[config.mk]
export PLATFORM = sky130hd
export DESIGN_NAME = clk_period_meter
export DESIGN_NICKNAME = d
export VERILOG_FILES = /design/src/rtl/clk_period_meter.sv
export SDC_FILE = /design/constraint.sdc
export NUM_CORES = 1
export LEC_CHECK = 0
export ABC_AREA = 1
export CAP_MARGIN = 20
export CORE_MARGIN = 5
export CORE_UTILIZATION = 60
export CTS_CLUSTER_SIZE = 14
export DETAILED_ROUTE_END_ITERATION = 10
export PLACE_DENSITY_LB_ADDON = 0.15
export RECOVER_POWER = 100
export SLEW_MARGIN = 20
export SYNTH_ARGS = -nofsm -noshare
export SYNTH_HDL_FRONTEND = slang
export SYNTH_SLANG_ARGS = --single-unit
[constraint.sdc]
create_clock -name clkin -period 4.5 [get_ports clkin]
set_clock_uncertainty 0.2 [all_clocks]
set_input_delay 1.125 -clock clkin [delete_from_list [all_inputs] [get_ports clkin]]
set_output_delay 1.125 -clock clkin [all_outputs]
set_load 0.03 [all_outputs]
[src/rtl/clk_period_meter.sv]
// -----------------------------------------------------------------------------
// clk_period_meter
//
// Measures a slow clock or strobe in units of the fast system clock. The slow
// input is synchronised, its rising edges detected, and once per slow cycle the
// period and the high time of the previous window are reported with a one-cycle
// valid pulse. If no rising edge arrives for TIMEOUT fast cycles the block
// drops back to IDLE and raises a sticky timeout flag.
//
// Parameters
//   WIDTH    width of the cycle counters and of period_out / high_out
//   TIMEOUT  fast cycles without a rising edge before the input is declared
//            dead; 2 <= TIMEOUT < 2**WIDTH
//
// Ports
//   clkin       in   1      system clock, all logic on its rising edge
//   rst_n       in   1      asynchronous active-low reset
//   sig_in      in   1      slow signal, asynchronous to clkin
//   period_out  out  WIDTH  clkin cycles between the last two rising edges
//   high_out    out  WIDTH  clkin cycles sig_in was high within that period
//   valid       out  1      one-cycle pulse when period_out/high_out update
//   timeout     out  1      sticky: no rising edge for TIMEOUT cycles
//   busy        out  1      a measurement window is open
// -----------------------------------------------------------------------------
module clk_period_meter #(
    parameter int unsigned WIDTH   = 32,
    parameter int unsigned TIMEOUT = 250000000
) (
    input  logic             clkin,
    input  logic             rst_n,
    input  logic             sig_in,
    output logic [WIDTH-1:0] period_out,
    output logic [WIDTH-1:0] high_out,
    output logic             valid,
    output logic             timeout,
    output logic             busy
);

    typedef enum logic {
        IDLE    = 1'b0,
        MEASURE = 1'b1
    } state_t;

    // Counter value in the last cycle of a window that may still end in a
    // rise; one cycle later the input is considered dead.
    localparam logic [WIDTH-1:0] L_CNT_LAST = WIDTH'(TIMEOUT - 1);
    localparam logic [WIDTH-1:0] L_ONE      = WIDTH'(1);

    // Input conditioning
    logic             r_meta;
    logic             r_sync;
    logic             r_prev;
    logic             w_rise;
    logic [WIDTH-1:0] w_sync_ext;

    // Measurement state
    state_t           r_state;
    logic [WIDTH-1:0] r_cnt;
    logic [WIDTH-1:0] r_hcnt;
    logic [WIDTH-1:0] r_period;
    logic [WIDTH-1:0] r_high;
    logic             r_valid;
    logic             r_timeout;

    // Next-state values
    state_t           w_state_nxt;
    logic [WIDTH-1:0] w_cnt_nxt;
    logic [WIDTH-1:0] w_hcnt_nxt;
    logic [WIDTH-1:0] w_period_nxt;
    logic [WIDTH-1:0] w_high_nxt;
    logic             w_valid_nxt;
    logic             w_timeout_nxt;

    assign w_rise     = r_sync & ~r_prev;
    assign w_sync_ext = WIDTH'(r_sync);

    always_comb begin
        // NOTE: every output of this block gets a default first, so no path
        // leaves a value unassigned and no latch is inferred.
        w_state_nxt   = r_state;
        w_cnt_nxt     = r_cnt;
        w_hcnt_nxt    = r_hcnt;
        w_period_nxt  = r_period;
        w_high_nxt    = r_high;
        w_valid_nxt   = 1'b0;
        w_timeout_nxt = r_timeout;

        case (r_state)
            IDLE: begin
                // The first edge only opens a window; there is nothing to
                // report yet, and a pending timeout stays visible.
                if (w_rise) begin
                    w_state_nxt = MEASURE;
                    w_cnt_nxt   = '0;
                    w_hcnt_nxt  = '0;
                end
            end

            MEASURE: begin
                if (w_rise) begin
                    // The rise cycle itself closes this window, hence the +1
                    // and the current s_sync sample; a rise on the limit
                    // cycle is still a valid measurement.
                    w_period_nxt  = r_cnt + L_ONE;
                    w_high_nxt    = r_hcnt + w_sync_ext;
                    w_valid_nxt   = 1'b1;
                    w_timeout_nxt = 1'b0;
                    w_cnt_nxt     = '0;
                    w_hcnt_nxt    = '0;
                end else if (r_cnt == L_CNT_LAST) begin
                    w_state_nxt   = IDLE;
                    w_timeout_nxt = 1'b1;
                    w_period_nxt  = '0;
                    w_high_nxt    = '0;
                    w_cnt_nxt     = '0;
                    w_hcnt_nxt    = '0;
                end else begin
                    w_cnt_nxt  = r_cnt + L_ONE;
                    w_hcnt_nxt = r_hcnt + w_sync_ext;
                end
            end

            default: w_state_nxt = IDLE;
        endcase
    end

    always_ff @(posedge clkin or negedge rst_n) begin
        if (!rst_n) begin
            r_meta    <= 1'b0;
            r_sync    <= 1'b0;
            r_prev    <= 1'b0;
            r_state   <= IDLE;
            r_cnt     <= '0;
            r_hcnt    <= '0;
            r_period  <= '0;
            r_high    <= '0;
            r_valid   <= 1'b0;
            r_timeout <= 1'b0;
        end else begin
            // NOTE: non-blocking assignments make every flop sample the
            // pre-edge value, which is what keeps the two synchroniser stages
            // and the edge register three distinct pipeline steps.
            r_meta    <= sig_in;
            r_sync    <= r_meta;
            r_prev    <= r_sync;
            r_state   <= w_state_nxt;
            r_cnt     <= w_cnt_nxt;
            r_hcnt    <= w_hcnt_nxt;
            r_period  <= w_period_nxt;
            r_high    <= w_high_nxt;
            r_valid   <= w_valid_nxt;
            r_timeout <= w_timeout_nxt;
        end
    end

    assign period_out = r_period;
    assign high_out   = r_high;
    assign valid      = r_valid;
    assign timeout    = r_timeout;
    assign busy       = (r_state == MEASURE);

endmodule

==> reports/metrics.cfg, run 1 <==
[status]
outcome=finished with violations
failed_checks=max-capacitance violations, max-slew violations

[detailed_routing]
m1WireLength_um=7300
via_count=5980
drt_iter0_drc=596
met3_length_um=832
routed.top_layer=met4
drc=0
routed_via_density=5.34
drt_wl_total_um=17400
antenna_violating_nets_post_route=0
first_pass_iteration_count_of_the_detailed_router=5
met2WireLength_um=8940
post_drt_wl_per_cell_um=15.5

[global_routing]
initial_antenna_violation_count=0
groute.usage.overall_pct=27.8
grt_pass1_wl_um=29100
grt_max_degree=57
first_global_vias=5931
global_route.overflow_total=0

[power_and_ir_drop]
cellPowerDensity_nw_per_um2=369
totalPowerFinal_uw=2980
p_leak_uw=0.00379
vdd_ir_drop_max_mv=0.436

[synth]
synth_simple_gate_area_share_pct=32.7
yosysSeqAreaShare_pct=49.7
synth_top_family_by_area=simple AND/OR/NAND/NOR gates
post_synthesis_adder_cell_area_fraction_pct=0.556
post_synth_xor_area_fraction_pct=5.19
number_of_cells_produced_by_synthesis=899
synthMuxAreaShare_pct=0
yosysWarnings=0
number_of_unique_standard_cell_types_used_by_synthesis=24
synth-compound-area-share_pct=6.45
synthesis.area_per_instance_um2=7.51
synth_fp_nets=905
synth_seq_cells=134
syn-cell-area_um2=6750

[place]
place.port_buffers=69
finalWeightedCongestion=0.943
place.detailed.hpwl_um=12000

[timing]
period_minus_slack_ns=3.63
least_margin_pin_slew_ns=2.37
fin_crit_sh_pct=80.6
final-max-slew-violation-count=165
grt_setup_unrepaired=false
total_negative_setup_slack_ns=0
max_clock_freq_mhz=276
timing.slew.headroom_pct=-57.9
setup_viol=0
timing_hold_violations_final=0

[cts]
worst_setup_hold_path_clk_slew_ns=0.06
latest_clock_arrival_within_the_worst_skew_pair_ns=0.41
post-cts-setup-buffer-count=0
cts.hold.buffers_added=0
clockBufferDepth=2
cts_sinks=134
htreeDepth=4
cts.repair.resized=0
tritoncts=done
root_buffer=clkbuf_16
cts_inserted_buffers=17

[finish]
nets=973
num_antenna_cells=0
syn2layout_area_growth_pct=19.6
layout_cells_sized_above_1_pct=3.88

[setup_path]
worst-r2r-cell-count=11
cp_num_buf_inv=1
critical-path-top-delay-family=simple AND/OR/NAND/NOR gates
critical_path.cell_chain=ha_1, nand2_2, nor2_1, nand2_1, nor2_1, nand2_1, nand2_1, nand2_1, clkbuf_2, nand2_1, o21ai_0
critPathMaxStageDelay_ns=0.74
endpoint_kind=flip-flop
required_ns=4.55
critical-path-slowest-cell=clkbuf_2
reg_to_reg_startpoint=r_cnt[0]
path_common_cell=nand2_1
critical_path.startpoint_type=flip-flop
biggest_fanout_along_the_worst_timing_path=44
worstPathArrival_ns=3.68
regToRegSetupSlack_ns=0.87
crit-reg2reg-capture=period_out[0]
criticalPathCategory=reg2reg

[die]
core_footprint_um2=10900
die-width_um=116
number_of_placement_rows=38
floorplan.io_pins=70
start_util_pct=61.7
die_height_um=116
dieArea_um2=13500

[job]
max-cap-violations=4

[min_path]
worst_hold_path.num_cells=0
whs_endpoint=r_sync
hold_path.class=reg2reg
min-delay-start=r_meta

-- metrics by stage --
step / setup slack (ns) / std cells / area, µm² / hold slack [ns] / utilization (%)
after floorplan: 2.61 / 899 / 6750 / 0.131 / -
after CTS: 1.49 / 1119 / 8120 / 0.167 / 74.2
final: 0.873 / 1119 / 8070 / 0.163 / 73.8
after detailed placement: 1.84 / 1088 / 7520 / 0.153 / 68.8
after global placement: 1.95 / 1088 / 7520 / 0.170 / 68.8
after global routing: 0.541 / 1119 / 8070 / 0.166 / 73.8
-- routing by layer --
metal / global-route usage (%) / vias up
li1: - / 2918
met1: 35.2 / 2878
met2: 48.1 / 158
met3: 5.85 / 26
met4: 8.12 / 0
met5: 0 / -
-- where the power goes --
| part | switching [µW] | internal [µW] |
|---|---|---|
| registers | 43.6 | 1260 |
| clock network | 504 | 919 |
| logic | 173 | 78.5 |
-- layout by cell type (no fill, tap or decap), drive strengths merged, types with 2 or more instances in the layout --
master | Yosys | final
and2 | 2 | 2
bufinv | 0 | 4
clkbuf | 13 | 27
clkinv | 0 | 5
clkinvlp | 0 | 2
dfrtp | 134 | 134
dlygate4sd3 | 0 | 68
ha | 3 | 3
inv | 60 | 59
nand2 | 402 | 402
nand3 | 23 | 23
nand3b | 6 | 6
nand4 | 6 | 6
nor2 | 105 | 105
nor3 | 4 | 4
o21ai | 86 | 86
xnor2 | 23 | 23
xor2 | 17 | 17
-- sequential cells by signal, summed over array words and instances (netlist names) --
register / cells
valid: 1
r_prev: 1
r_cnt: 32
busy: 1
timeout: 1
r_hcnt: 32
r_sync: 1
period_out: 32
high_out: 32
r_meta: 1
-- layout make-up --
| class | count | area, µm² |
|---|---|---|
| Multi-Input combinational cell | 679 | 3010 |
| Clock buffer | 21 | 440 |
| Sequential cell | 134 | 3350 |
| Clock inverter | 10 | 155 |
| Inverter | 60 | 225 |
| Tap cell | 140 | 175 |
| Fill cell | 864 | 2860 |
| Timing Repair Buffer | 75 | 712 |
-- worst max-delay path by stage --
stage	to	from	slack (ns)	depth (start not counted)
after floorplan	busy	busy	2.61	0
after global placement	busy	busy	1.95	1
after detailed placement	period_out[0]	r_sync	1.84	6
after CTS	busy	busy	1.49	1
after global routing	high_out[14]	r_cnt[0]	0.54	11
final	period_out[0]	r_cnt[0]	0.87	11
-- worst register-to-register path: stages, from the launching register on --
cell and delay [ns]:
dfrtp_1 0.43, ha_1 0.24, nand2_2 0.06, nor2_1 0.50, nand2_1 0.11, nor2_1 0.12
nand2_1 0.08, nand2_1 0.06, nand2_1 0.57, clkbuf_2 0.74, nand2_1 0.23, o21ai_0 0.13
-- Yosys cell counts --
| cell | n | area, µm² |
|---|---|---|
| nand2_1 | 400 | 1500 |
| ha_1 | 3 | 37.5 |
| clkbuf_1 | 13 | 48.8 |
| buf_1 | 2 | 7.51 |
| buf_6 | 5 | 56.3 |
| o21ai_0 | 86 | 430 |
| inv_2 | 1 | 3.75 |
| inv_1 | 59 | 221 |
| nor3_1 | 4 | 20.0 |
| nor2_8 | 1 | 20.0 |
| buf_2 | 6 | 30.0 |
| nor2_1 | 95 | 357 |
| and3_1 | 1 | 6.26 |
| nand3b_1 | 6 | 45.0 |
| nor2_2 | 5 | 31.3 |
| nand2_2 | 2 | 12.5 |
| xnor2_1 | 23 | 201 |
| nand3_1 | 23 | 115 |
| nand4_1 | 6 | 37.5 |
| dfrtp_1 | 134 | 3350 |
| nor2_4 | 4 | 45.0 |
| xor2_1 | 17 | 149 |
| a21oi_1 | 1 | 5.00 |
| and2_1 | 2 | 12.5 |
-- logic make-up (layout without fill, tap and decap cells) --
family / after synthesis / count (layout)
flip-flops: 134 / 134
adder cells (fa/ha/maj): 3 / 3
AO/OA/AOI/OAI: 87 / 87
XOR/XNOR: 40 / 40
AND/OR/NAND/NOR: 549 / 549
buffers and inverters: 86 / 166
No activity file was read; power rests on OpenSTA's default activity.
==> inputs of run 2 (changes only) <==
- CORE_UTILIZATION: 60 -> 52
- clock period: 4.5 -> 3.27 ns (I/O delays scaled with it)
==> run 2 against run 1 <==
The run now ends clean. Highest routed layer unchanged. Power rose by 35%. Setup slack got worse by 0.35 ns. Via count fell by 3.4%. Sequential power rose by 38%. Cell area rose by 1.1%. Maximum frequency rose by 32%. Sequential cell count did not move. Combinational power rose by 39%. Hold slack got worse by 0.042 ns. First-iteration DRC count fell by 38%. Critical path depth fell by 1. Final cell count rose by 2.9%.
==> reports/metrics.cfg, run 2 (synthesis gave the netlist of run 1 again) <==
[timing]
timing.slew.headroom_pct=7.68
final-max-slew-violation-count=0
setup_viol=0
timing_hold_violations_final=0
fin_crit_sh_pct=83.9
period_minus_slack_ns=2.74
max_clock_freq_mhz=364
least_margin_pin_slew_ns=1.38
total_negative_setup_slack_ns=0
grt_setup_unrepaired=false

[die]
start_util_pct=53.3
die-width_um=124
die_height_um=124
floorplan.io_pins=70
core_footprint_um2=12700
number_of_placement_rows=41
dieArea_um2=15400

[global_routing]
initial_antenna_violation_count=0
groute.usage.overall_pct=23.3
first_global_vias=5796
global_route.overflow_total=0
grt_max_degree=48
grt_pass1_wl_um=27800

[detailed_routing]
post_drt_wl_per_cell_um=14.0
routed_via_density=5.02
via_count=5776
antenna_violating_nets_post_route=0
first_pass_iteration_count_of_the_detailed_router=5
drt_iter0_drc=371
drt_wl_total_um=16100
drc=0

[power_and_ir_drop]
power.share.switching_pct=24.5
internal_power_uw=3040
vdd_ir_drop_max_mv=0.299
p_leak_uw=0.00382
sequentialPowerShare_pct=44.7
clock_power_share_pct=46.6
p_sw_uw=986
cellPowerDensity_nw_per_um2=493
pwr-share-comb_pct=8.7

[setup_path]
worstPathArrival_ns=2.85
critPathMaxStageDelay_ns=0.43
path_common_cell=nand2_1
critical_path.cell_chain=ha_1, nand2_2, nor2_1, nand2_1, nor2_2, nand3_1, nand2_1, inv_1, nand2_1, nand2_1
biggest_fanout_along_the_worst_timing_path=22
worst-r2r-cell-count=10
reg_to_reg_startpoint=r_cnt[0]
criticalPathCategory=reg2reg
crit-reg2reg-capture=r_cnt[14]
required_ns=3.37
critical_path.startpoint_type=flip-flop
regToRegSetupSlack_ns=0.53
endpoint_kind=flip-flop
critical-path-slowest-cell=inv_1

[min_path]
hold_path.class=in2async

[finish]
nets=974
num-fill-cells=1158
layout_cells_sized_above_1_pct=4.80
multi_input_area_um2=3010
final_common_cell=nand2_1
num_antenna_cells=0
finish.utilization_pct=64.4
layout.cells.most_common_list=nand2_1, dfrtp_1, nor2_1
syn2layout_area_growth_pct=21.0
area_taken_by_flip_flops_and_latches_um2=3350

[place]
place.detailed.hpwl_um=11600
place.port_buffers=69
finalWeightedCongestion=0.901

[cts]
clockBufferDepth=2
cts.repair.resized=0
cts.hold.buffers_added=0
root_buffer=clkbuf_16
cts_inserted_buffers=17
cts_sinks=134
post-cts-setup-buffer-count=0
htreeDepth=4
latest_clock_arrival_within_the_worst_skew_pair_ns=0.42
worst_setup_hold_path_clk_slew_ns=0.06
tritoncts=done

[job]
max-cap-violations=0

[status]
outcome=completed

## run 2: changes by cell type in the layout (fill, tap and decap cells not counted), moves of 2 or more
cell,before,now
clkinv_2,4,1
clkbuf_8,0,4
clkbuf_1,9,4
nor2_2,3,5
buf_12,0,3
inv_2,0,2
bufinv_16,4,2
## run 2: worst max path at each step
stage                         to  depth (start not counted)     start  slack, ns
detailed placement   high_out[1]                         11  r_cnt[0]       0.84
floorplan           high_out[21]                         12  r_cnt[0]       1.45
global route           r_cnt[22]                         10  r_cnt[0]       0.26
CTS                         busy                          1      busy       0.54
global placement    high_out[24]                         11  r_cnt[0]       0.93
finish                 r_cnt[14]                         10  r_cnt[0]       0.53
## run 2: layer usage
layer	up-vias	wire length [µm]	track usage, %
met5	-	0	0
met4	0	355	8.35
met3	31	568	5.00
met2	112	7920	39.0
met1	2714	7240	30.1
li1	2919	-	-
## run 2: metrics by stage
stage	hold slack, ns	worst slack (ns)	power (µW)	instances	area [µm²]
after floorplan	0.131	1.45	2040	899	6750
after global placement	0.164	0.934	2200	1121	7610
after detailed placement	0.158	0.837	2210	1121	7610
after CTS	0.126	0.540	4090	1151	8190
after global routing	0.143	0.258	4170	1151	8160
final	0.121	0.526	4030	1151	8160
## run 2: power by group through the flow
stage	combinational (µW)	sequential, µW	clock [µW]
6_report	349	1800	1880
5_1_grt	386	1810	1970
4_1_cts	383	1800	1900
3_5_place_dp	380	1830	0
3_3_place_gp	371	1830	0
2_1_floorplan	144	1890	0
## run 2: final cells by class
cell class / count / share of cell area (%)
Sequential cell: 134 / 41.1
Clock inverter: 7 / 1.18
Inverter: 60 / 2.76
Multi-Input combinational cell: 679 / 36.9
Tap cell: 172 / 2.64
Timing Repair Buffer: 76 / 9.49
Clock buffer: 23 / 5.98
## run 2: worst max-delay path: cells and delay by family, from the launching register on
family / cells / cell delay (ns)
fa+ha+maj: 1 / 0.22
buf+inv: 1 / 0.43
flops: 1 / 0.42
simple gates: 8 / 1.35
==> inputs of run 3 (changes only) <==
- CORE_UTILIZATION: 52 -> 57
- clock period: 3.27 -> 2.56 ns (I/O delays scaled with it)
==> run 3 against run 2 <==
Utilization up 6.4 points. Largest cell class unchanged. Hold slack better by 0.045 ns. Largest power group unchanged. Sequential cell count unchanged. Clock power up 27%.
==> reports/metrics.cfg, run 3 (synthesis gave the netlist of run 1 again) <==
[finish]
layout_cells_sized_above_1_pct=5.27
area_taken_by_flip_flops_and_latches_um2=3350
fin_cells=1130
num-fill-cells=999
syn2layout_area_growth_pct=20.9
layout.cells.most_common_list=nand2_1, dfrtp_1, nor2_1
nets=981
multi_input_area_um2=3020
num_antenna_cells=0
final_common_cell=nand2_1

[detailed_routing]
antenna_violating_nets_post_route=0
drc=0
first_pass_iteration_count_of_the_detailed_router=5
post_drt_wl_per_cell_um=14.6
via_count=5824
routed_via_density=5.15
drt_iter0_drc=435
drt_wl_total_um=16500

[timing]
setup_viol=0
timing_hold_violations_final=0
worst_hold_slack_ns=0.166
period_minus_slack_ns=2.38
least_margin_pin_slew_ns=1.37
fin_crit_sh_pct=93.1
final-max-slew-violation-count=0
max_clock_freq_mhz=420
grt_setup_unrepaired=false
timing.slew.headroom_pct=8.96
total_negative_setup_slack_ns=0

[setup_path]
reg_to_reg_startpoint=r_cnt[0]
crit-reg2reg-capture=r_cnt[0]
critical-path-slowest-cell=dlygate4sd3_1
critical_path.startpoint_type=flip-flop
endpoint_kind=output pin
required_ns=1.72
criticalPathCategory=reg2out
worstPathArrival_ns=1.54
worst-r2r-cell-count=9
cp_num_buf_inv=1
cp-startpoint=high_out[30]
critical-path-top-delay-family=buffers and inverters
critPathMaxStageDelay_ns=0.75
regToRegSetupSlack_ns=0.20
biggest_fanout_along_the_worst_timing_path=2
critical_path.cell_chain=dlygate4sd3_1

[min_path]
hold_path.class=reg2reg
whs_endpoint=r_sync
worst_hold_path.num_cells=0
min-delay-start=r_meta

[power_and_ir_drop]
clock_power_share_pct=46.4
power.share.switching_pct=25.2
pwr-share-comb_pct=8.9
vdd_ir_drop_max_mv=0.605
p_leak_uw=0.00387
sequentialPowerShare_pct=44.7
internal_power_uw=3840
p_sw_uw=1300
cellPowerDensity_nw_per_um2=630

[cts]
cts_sinks=134
root_buffer=clkbuf_16
htreeDepth=4
clockBufferDepth=2
worst_setup_hold_path_clk_slew_ns=0.06
cts_inserted_buffers=17
latest_clock_arrival_within_the_worst_skew_pair_ns=0.42
tritoncts=done

[place]
placedCellCount=1098
place.port_buffers=69
finalWeightedCongestion=0.965
place.detailed.hpwl_um=11800

[global_routing]
groute.usage.overall_pct=24.6
grt_pass1_wl_um=27900
first_global_vias=5646
global_route.overflow_total=0
initial_antenna_violation_count=0
grt_max_degree=56

[die]
die-width_um=119
core_footprint_um2=11500
start_util_pct=58.6
die_height_um=119
number_of_placement_rows=39
floorplan.io_pins=70
dieArea_um2=14100

[job]
max-cap-violations=0

[status]
outcome=completed

[run 3: cell types whose count changed in the layout (fill, tap and decap cells not counted), moves of 2 or more]
cell,change
inv_2,-2
nor2_1,+2
clkbuf_8,-2
nor2_2,-3
buf_4,+6
inv_1,+2
buf_12,-2
clkbuf_2,+3
clkbuf_1,-2
[run 3: timing repair]
| action | CTS | global route |
|---|---|---|
| endpoints found under the hold margin | 51 | 0 |
| setup endpoints to repair | 0 | 1 |
| hold buffers | 1 | 0 |
| gates resized for setup | 0 | 1 |
| setup buffers | 0 | 0 |
[run 3: area by class of cell]
cell class                      count  area share, %
Clock inverter                     11           1.55
Tap cell                          143           2.19
Multi-Input combinational cell    679           37.0
Sequential cell                   134           41.1
Clock buffer                       20           5.60
Timing Repair Buffer               83           9.79
Inverter                           60           2.76
[run 3: metrics by stage]
stage          setup WS [ns]  area (µm²)  util [%]  power [µW]
2_1_floorplan          0.736        6750         -        2600
3_3_place_gp           0.435        7620      66.2        2810
3_5_place_dp           0.367        7620      66.2        2820
4_1_cts               0.0174        8210      71.3        5200
5_1_grt               0.0680        8160      70.8        5340
6_report               0.177        8160      70.8        5140
[run 3: worst max path at each step]
| stage | to | cells after the start |
|---|---|---|
| after detailed placement | r_hcnt[19] | 10 |
| final | high_out[30] | 1 |
| after CTS | busy | 1 |
| after floorplan | high_out[21] | 12 |
| after global placement | r_hcnt[28] | 10 |
| after global routing | r_cnt[22] | 10 |
[run 3: power by group through the flow]
stage | sequential, µW | combinational, µW | clock [µW]
after global placement | 2330 | 486 | 0
final | 2300 | 458 | 2380
after detailed placement | 2330 | 489 | 0
after CTS | 2300 | 493 | 2410
after floorplan | 2420 | 183 | 0
after global routing | 2310 | 503 | 2530
[run 3: worst register-to-register path, delay by kind of cell, from the launching register on]
kind,cells,cell delay (ns)
AOI/OAI and AO/OA,1,0.18
adders and majority gates,1,0.22
buffers and inverters,1,0.45
DFF,1,0.43
and+or+nand+nor,6,0.73
[run 3: per-layer routing]
layer  global-route usage [%]  routed length [µm]
met1                     32.3                7430
met2                     40.9                8080
met3                     5.40                 545
met4                     8.11                 399
met5                        0                   0
